**src/rtl/pipe_pkg.sv**
```systemverilog
// pipe_pkg: opcodes, bubble constants and instruction tuple shared by the issue controller
package pipe_pkg;

    localparam int WB_LAT = 2;
    localparam int DEPTH  = 4;

    localparam logic [3:0] FUNC_ADD   = 4'd0;
    localparam logic [3:0] FUNC_SUB   = 4'd1;
    localparam logic [3:0] FUNC_OR    = 4'd2;
    localparam logic [3:0] FUNC_PASSA = 4'd3;
    localparam logic [3:0] FUNC_AND   = 4'd4;
    localparam logic [3:0] FUNC_XOR   = 4'd5;
    localparam logic [3:0] FUNC_PASSB = 4'd6;
    localparam logic [3:0] FUNC_NOTA  = 4'd7;
    localparam logic [3:0] FUNC_SLT   = 4'd8;
    localparam logic [3:0] FUNC_SHL   = 4'd9;
    localparam logic [3:0] FUNC_SHR   = 4'd10;
    localparam logic [3:0] FUNC_SHRB  = 4'd11;

    localparam logic [3:0] NOP_FUNC = FUNC_PASSA;
    localparam logic [7:0] SCR_ADDR = 8'd255;
    localparam logic [3:0] MAX_FUNC = FUNC_SHRB;

    typedef struct packed {
        logic [3:0] rs1;
        logic [3:0] rs2;
        logic [3:0] rd;
        logic [3:0] func;
        logic [7:0] addr;
    } instr_t;

endpackage

```
**src/rtl/issue_fifo.sv**
```systemverilog
// issue_fifo: DEPTH-entry instruction FIFO with count-based full/empty
module issue_fifo
    import pipe_pkg::*;
#(
    parameter int DEPTH = pipe_pkg::DEPTH
) (
    input  logic   clk1,
    input  logic   rst,
    input  logic   push,
    input  logic   pop,
    input  instr_t din,
    output instr_t head,
    output logic   full,
    output logic   empty
);
    localparam int AW = $clog2(DEPTH);

    instr_t          mem [DEPTH];
    logic [AW-1:0]   wr_ptr;
    logic [AW-1:0]   rd_ptr;
    logic [AW:0]     count;
    logic            do_push;
    logic            do_pop;

    assign full    = count == (AW+1)'(DEPTH);
    assign empty   = count == '0;
    assign do_push = push && !full;
    assign do_pop  = pop && !empty;
    assign head    = mem[rd_ptr];

    // pointers wrap naturally because DEPTH is a power of two; push+pop leaves count unchanged
    always_ff @(posedge clk1 or posedge rst) begin
        if (rst) begin
            wr_ptr <= '0;
            rd_ptr <= '0;
            count  <= '0;
        end else begin
            if (do_push) wr_ptr <= wr_ptr + 1'b1;
            if (do_pop) rd_ptr <= rd_ptr + 1'b1;
            count <= count + (AW+1)'(do_push) - (AW+1)'(do_pop);
        end
    end

    // storage needs no reset: an entry is only read after it has been written
    always_ff @(posedge clk1) begin
        if (do_push) mem[wr_ptr] <= din;
    end

endmodule

```
**src/rtl/pipe_issue_ctrl.sv**
```systemverilog
// pipe_issue_ctrl: buffers instructions and issues one per cycle, stalling on RAW hazards
module pipe_issue_ctrl
    import pipe_pkg::*;
(
    input  logic        clk1,
    input  logic        rst,
    input  logic        in_valid,
    output logic        in_ready,
    input  logic [3:0]  in_rs1,
    input  logic [3:0]  in_rs2,
    input  logic [3:0]  in_rd,
    input  logic [3:0]  in_func,
    input  logic [7:0]  in_addr,
    input  logic        halt,
    output logic        iss_valid,
    output logic [3:0]  iss_rs1,
    output logic [3:0]  iss_rs2,
    output logic [3:0]  iss_rd,
    output logic [3:0]  iss_func,
    output logic [7:0]  iss_addr,
    output logic        busy,
    output logic        err_illegal,
    output logic [15:0] iss_cnt,
    output logic [15:0] stall_cnt
);
    instr_t            din;
    instr_t            head;
    logic              full;
    logic              empty;
    logic              push;
    logic              legal;
    logic              hazard;
    logic              issue;
    logic              drop;
    logic [WB_LAT-1:0] trk_v;
    logic [3:0]        trk_rd [WB_LAT];

    assign din      = '{rs1: in_rs1, rs2: in_rs2, rd: in_rd, func: in_func, addr: in_addr};
    assign in_ready = !full;
    assign push     = in_valid && in_ready;
    assign legal    = head.func <= MAX_FUNC;
    assign issue    = !empty && !halt && !hazard && legal;
    assign drop     = !empty && !legal;
    assign busy     = !empty || (|trk_v);

    issue_fifo #(.DEPTH(DEPTH)) u_fifo (
        .clk1  (clk1),
        .rst   (rst),
        .push  (push),
        .pop   (issue || drop),
        .din   (din),
        .head  (head),
        .full  (full),
        .empty (empty)
    );

    // the oldest tracker slot has already reached the regbank, so only younger slots block a fetch
    always_comb begin
        hazard = 1'b0;
        for (int i = 0; i < WB_LAT - 1; i++)
            hazard = hazard || (trk_v[i] && (trk_rd[i] == head.rs1 || trk_rd[i] == head.rs2));
    end

    // registered issue tuple, in-flight tracker, counters and sticky illegal flag
    always_ff @(posedge clk1 or posedge rst) begin
        if (rst) begin
            iss_valid   <= 1'b0;
            iss_rs1     <= '0;
            iss_rs2     <= '0;
            iss_rd      <= '0;
            iss_func    <= NOP_FUNC;
            iss_addr    <= SCR_ADDR;
            trk_v       <= '0;
            for (int i = 0; i < WB_LAT; i++) trk_rd[i] <= '0;
            iss_cnt     <= '0;
            stall_cnt   <= '0;
            err_illegal <= 1'b0;
        end else begin
            iss_valid   <= issue;
            iss_rs1     <= issue ? head.rs1 : '0;
            iss_rs2     <= issue ? head.rs2 : '0;
            iss_rd      <= issue ? head.rd : '0;
            iss_func    <= issue ? head.func : NOP_FUNC;
            iss_addr    <= issue ? head.addr : SCR_ADDR;
            trk_v[0]    <= issue;
            trk_rd[0]   <= issue ? head.rd : '0;
            for (int i = 1; i < WB_LAT; i++) begin
                trk_v[i]  <= trk_v[i-1];
                trk_rd[i] <= trk_rd[i-1];
            end
            iss_cnt     <= iss_cnt + 16'(issue);
            stall_cnt   <= stall_cnt + 16'(!empty && legal && !issue);
            err_illegal <= err_illegal || (push && in_func > MAX_FUNC);
        end
    end

endmodule

```
**config.mk**
```make
export PLATFORM = sky130hd
export DESIGN_NAME = pipe_issue_ctrl
export DESIGN_NICKNAME = d
export VERILOG_FILES = /design/src/rtl/pipe_pkg.sv /design/src/rtl/issue_fifo.sv /design/src/rtl/pipe_issue_ctrl.sv
export SDC_FILE = /design/constraint.sdc
export NUM_CORES = 1
export LEC_CHECK = 0
export ABC_CLOCK_PERIOD_IN_PS = 6330
export BUFFER_PORTS_ARGS = -buffer_cell sky130_fd_sc_hd__buf_2
export CAP_MARGIN = 5
export CORE_MARGIN = 4
export CORE_UTILIZATION = 50
export CTS_BUF_LIST = sky130_fd_sc_hd__clkbuf_8
export DETAILED_ROUTE_END_ITERATION = 8
export GPL_TIMING_DRIVEN = 0
export PLACE_DENSITY_LB_ADDON = 0.1
export SYNTH_ARGS = -nofsm -noshare
export SYNTH_HDL_FRONTEND = slang
export SYNTH_HIERARCHICAL = 1
export SYNTH_SLANG_ARGS = --single-unit
```
**constraint.sdc**
```tcl
create_clock -name clk1 -period 6.33 [get_ports clk1]
set_input_delay 0 -clock clk1 [delete_from_list [all_inputs] [get_ports clk1]]
set_output_delay 0 -clock clk1 [all_outputs]
set_load 0.05 [all_outputs]
```
### Word level (Yosys, flattened, before mapping)

Memories as Yosys holds them, arrays and structs flattened.
Index checks and enable logic that the tools add are counted.

| cells by class | value |
|---|---|
| multiplexer cells | 7 |
| equality and inequality tests | 3 |
| magnitude comparators | 2 |
| add/sub/neg operators | 6 |
| reductions and logical operators | 23 |

Operators with widths:

| cell | number |
|---|---|
| adder 16 x 1 -> 16 bit | 2 |
| 2-to-1 mux 4 bit | 4 |
| logical AND 1 bit | 11 |
| equality test 4 bit | 2 |
| 2-to-1 mux 8 bit | 1 |
| logical NOT 1 bit | 6 |
| adder 2 x 1 -> 2 bit (second input constant) | 2 |
| > comparator 4 bit (second input constant) | 1 |
| <= comparator 4 bit (second input constant) | 1 |
| logical OR 1 bit | 4 |
| adder 3 x 1 -> 3 bit | 1 |
| equality test 3 bit (second input constant) | 1 |
| logical NOT 3 bit | 1 |
| subtractor 3 x 1 -> 3 bit | 1 |
| 2-to-1 mux 1 bit | 2 |
| OR reduction 2 bit | 1 |

| word-level totals | value |
|---|---|
| register bits after elaboration | 67 |
| output and inout bits | 60 |
| RAM bits | 96 |
| logic and storage cells | 55 |
| input port bits | 28 |
| memories | 1 |

Memories:

| memory | words | width | rd ports | clocked after Yosys merged registers in | write ports | line | RTL |
|---|---|---|---|---|---|---|---|
| u_fifo.mem | 4 | 24 | 1 | 0 | 1 | issue_fifo.sv:18 | `instr_t mem [DEPTH];` |

### Depth between registers and ports, before layout

An unclocked memory read counts as a cell.

| logic depth | value |
|---|---|
| word-level depth | 10 |
| depth in mapped cells | 15 |
| mapped depth without buffers | 13 |

### By module

The synthesis kept the hierarchy.

By module, submodules not included:

| module | seq. area each (um^2) | cells each | instances | area each (um^2) |
|---|---|---|---|---|
| issue_fifo | 3057.9 | 168 | 1 | 3985.1 |
| pipe_issue_ctrl | 1488.9 | 188 | 1 | 2432.3 |

### Worst setup path before layout

OpenSTA, ideal clock, no wires.

| path | value |
|---|---|
| kind | flip-flop to flip-flop |
| from | register u_fifo.rd_ptr[0] |
| to | register stall_cnt[15] |
| data arrival time | 2964 ps |
| library setup time | 140 ps |
| path slack | 3226 ps |
| data required time | 6190 ps |
| path buffers | 3 |
| period minus slack after synthesis | 3104 ps |
| stages on the path, launching flop included | 14 |
| cell sequence | dfrtp_1 > buf_6 > buf_12 > mux4_2 > xnor2_1 > nand4_1 > a21boi_2 > buf_2 > o21ba_2 > ha_1 > nand4_2 > nor4_2 > nand2_1 > xnor2_1 |

RTL lines:

| element | line | RTL |
|---|---|---|
| from (decl) | issue_fifo.sv:20 | `logic [AW-1:0] rd_ptr;` |
| from (signal assigned) | issue_fifo.sv:39 | `if (do_pop) rd_ptr <= rd_ptr + 1'b1;` |
| to (signal assigned) | pipe_issue_ctrl.sv:92 | `stall_cnt <= stall_cnt + 16'(!empty && legal && !issue);` |
| to (decl) | pipe_issue_ctrl.sv:24 | `output logic [15:0] stall_cnt` |

==> impl_metrics.py <==
metrics = {
    "placed_design": {
        "dp_slack_ns": 2.630,
        "dp_hpwl_microns": 8189,
        "portBuffers": 87,
        "place.gp.congestion": 0.7791,
    },
    "floorplan": {
        "die_h_microns": 121.3,
        "initial_core_util_pct": 51.06,
        "die-area_sq_mm": 0.01471,
        "ios": 88,
        "core_sq_mm": 0.01257,
        "die_w_microns": 121.3,
        "rows": 41,
    },
    "layout": {
        "nets": 532,
        "drive_gt1_share_pct": 32.02,
        "antenna_cells": 0,
        "regArea_sq_mm": 0.004547,
        "multiInputGateArea_sq_mm": 0.001738,
        "area_delta_synth_final_pct": 21.95,
        "fillCellCount": 958,
        "fin_util_pct": 62.27,
    },
    "power": {
        "p_total_w": 0.003838,
        "clkPwrFrac_pct": 19.2,
        "seq_power_share_pct": 41.1,
        "p_per_area_mw_per_mm2": 490.4,
        "irDropWorstVdd_mv": 0.2581,
        "switching_share_pct": 37.98,
        "internal_power_w": 0.002380,
        "p_leak_nw": 3.165,
        "switching_power_w": 0.001458,
        "p_comb_share_pct": 39.7,
    },
    "job": {
        "cap_violations": 0,
    },
    "timing": {
        "setup_viol": 0,
        "finalWorstSetupSlack_ns": 2.667,
        "skew_ns": 0.01190,
        "slew_violations": 0,
        "finalCritPeriodShare_pct": 57.86,
        "maxSlewHeadroom_pct": 45.30,
        "setup-tns-final_ns": 0,
        "final-hold-violation-count": 0,
        "fmax_mhz": 273.0,
        "rsz0062_at_grt": "false",
        "worst_pin_slew_ns": 0.8205,
        "min_period_ns": 3.663,
        "holdWs_ns": 0.03917,
    },
    "synth": {
        "async_flop_share_pct": 40.74,
        "synth_cells": 356,
        "syn-num-nets": 395,
        "avgSynthCellArea_sq_um": 18.03,
        "synth_top_cells_by_area": "edfxtp_1 (45%), dfrtp_1 (22%), mux4_2 (6.3%), dfstp_2 (4.1%), xnor2_1 (4.1%)",
        "synth_area_sq_mm": 0.006417,
        "ys.flop_type": "edfxtp_1",
        "yosysSeqAreaShare_pct": 70.85,
        "synth_top_cell_by_area": "edfxtp_1",
        "synth.distinct_cells": 39,
        "synth_most_common_cell": "edfxtp_1",
        "yosysWarnings": 6,
        "yosysTopAreaCellShare_pct": 44.92,
        "synth-edff-count": 96,
        "ys_ff_latch": 162,
        "synthTopCellsByCount": "edfxtp_1 (96), dfrtp_1 (56), xnor2_1 (30)",
    },
    "routing": {
        "vias": 3560,
        "postRouteAntennaNets": 0,
        "drc": 0,
        "routed_wl_microns": 12050,
        "vias_per_cell": 5.251,
        "dr.pass1.iters": 4,
        "wire_per_inst_microns": 17.77,
        "drtIter0Drc": 213,
    },
    "clock_tree": {
        "clk_latency_ns": 0.44,
        "cts_setup_buffers": 0,
        "htreeDepth": 4,
        "cts_buffer_depth": 2,
        "clock_sinks": 162,
        "cts.clk_slew.worst_paths_ns": 0.08,
        "cts_made_buffers": 17,
        "cts_tree": "built",
        "root_buffer": "clkbuf_8",
    },
    "global_route": {
        "grt_use_total_pct": 17.59,
        "use_met2_pct": 28.01,
        "use_met3_pct": 5.501,
        "grt.busiest_layer": "met2",
        "met1_usage_pct": 23.38,
        "grt_pass1_vias": 3611,
        "overflow": 0,
        "antenna_found_initial": 0,
        "grt_max_degree": 44,
        "grt_pass1_wl_microns": 19240,
    },
    "status": {
        "outcome": "completed",
    },
    "setup_path": {
        "crit_path_max_fanout": 10,
        "cp-start-kind": "flop",
        "cp.arrival_ns": 3.99,
        "path_class": "flop to flop",
        "endpoint_kind": "flop",
        "cp.required_ns": 6.66,
    },
    "hold_path": {
        "hold_class": "input pin to asynchronous set/reset pin",
    },
}
[power by group through the flow]
stage                     clock network (W)  logic (W)  registers [W]
after floorplan                           0   0.000719        0.00199
after global placement                    0    0.00147        0.00159
after detailed placement                  0    0.00153        0.00160
after CTS                          0.000759    0.00154        0.00158
after global routing               0.000804    0.00163        0.00161
final                              0.000738    0.00152        0.00158
[metal layers]
metal,vias to the layer above,wire (microns)
met1,1807,5309
met2,97,5982
li1,1647,-
met4,0,95
met3,9,662
met5,-,0
[metrics by stage]
stage / cell area, sq um / cells
after global routing: 7826 / 678
after global placement: 7068 / 615
after CTS: 7811 / 677
after floorplan: 6417 / 356
after detailed placement: 7158 / 619
final: 7826 / 678
[area by class of cell]
type,instances,area share (%)
well taps,172,2.750
clock buffers,19,3.341
clock inverters,13,1.679
multi-input cells,173,22.21
inverters,9,0.4317
repair buffers,118,10.23
plain buffers,12,1.263
flip-flops and latches,162,58.10
[critical path: stages (launching register included)]
cell and delay (ns):
dfrtp_1 0.32, buf_2 0.18, buf_2 0.34, mux4_2 0.40, xnor2_1 0.17, nand4_1 0.17, a21boi_2 0.39, buf_2 0.31
o21ba_2 0.18, ha_1 0.20, nand4_2 0.20, nor4_2 0.42, nand2_1 0.12, xnor2_1 0.14
[timing repair]
item                                    CTS  global route
hold buffers                             26             0
hold endpoints to repair                170             0
endpoints found under the setup margin    0             0
gates resized for setup                   0             0
[sequential cells by signal, indices dropped and copies added (netlist names)]
| signal | cells |
|---|---|
| err_illegal | 1 |
| u_fifo/mem | 96 |
| iss_rs1 | 4 |
| iss_rd | 4 |
| iss_cnt | 16 |
| u_fifo/wr_ptr | 2 |
| u_fifo/count | 3 |
| stall_cnt | 16 |
| trk_v | 2 |
| iss_addr | 8 |
| u_fifo/rd_ptr | 2 |
| iss_func | 4 |
| iss_rs2 | 4 |
[layout by cell type, fill, tap and decap left out, types with 2 or more instances in the layout]
cell type      count
edfxtp_1          96
buf_2             92
dfrtp_1           56
xnor2_1           30
dlygate4sd3_1     26
clkbuf_8          19
mux4_2            18
nor4b_1           14
inv_1             14
nand4_1           11
nand2_1           11
xor2_1            11
or4_1             10
ha_1              10
dfstp_2           10
nand3_1            9
and3_1             6
mux4_1             6
nand2b_1           5
nor3_1             5
nor2_1             4
and3b_1            4
clkbuf_1           3
clkinv_2           3
bufinv_16          3
buf_12             3
and4_1             2
buf_6              2
nand4bb_1          2
o211ai_1           2
buf_8              2
buf_16             2
[final timing paths]
| check | startpoint | endpoint | slack [ns] | cells after the start |
|---|---|---|---|---|
| min in group clk1 | in_valid | u_fifo/wr_ptr[1]$_DFFE_PP0P_ | 0.06 | 4 |
| worst max register to register | u_fifo/rd_ptr[1]$_DFFE_PP0P_ | stall_cnt[15]$_DFF_PP0_ | 2.67 | 13 |
| worst max-delay path | u_fifo/rd_ptr[1]$_DFFE_PP0P_ | stall_cnt[15]$_DFF_PP0_ | 2.67 | 13 |
| max in group asynchronous | rst | iss_addr[6]$_DFF_PP1_ | 5.55 | 4 |
| worst min register to register | iss_cnt[15]$_DFF_PP0_ | iss_cnt[15]$_DFF_PP0_ | 0.47 | 1 |
| worst min-delay path | rst | u_fifo/count[1]$_DFF_PP0_ | 0.04 | 3 |
[cell families after synthesis]
group,after synthesis,share of synthesized area [%]
and+or+nand+nor,88,9.300
buffers and inverters,21,2.067
muxes,24,8.774
DFF,162,70.85
AOI/OAI and AO/OA,9,1.150
xor gates and xnor gates,41,5.596
adders and majority gates,11,2.262
Note: power is estimated with default switching activity, not from simulation.
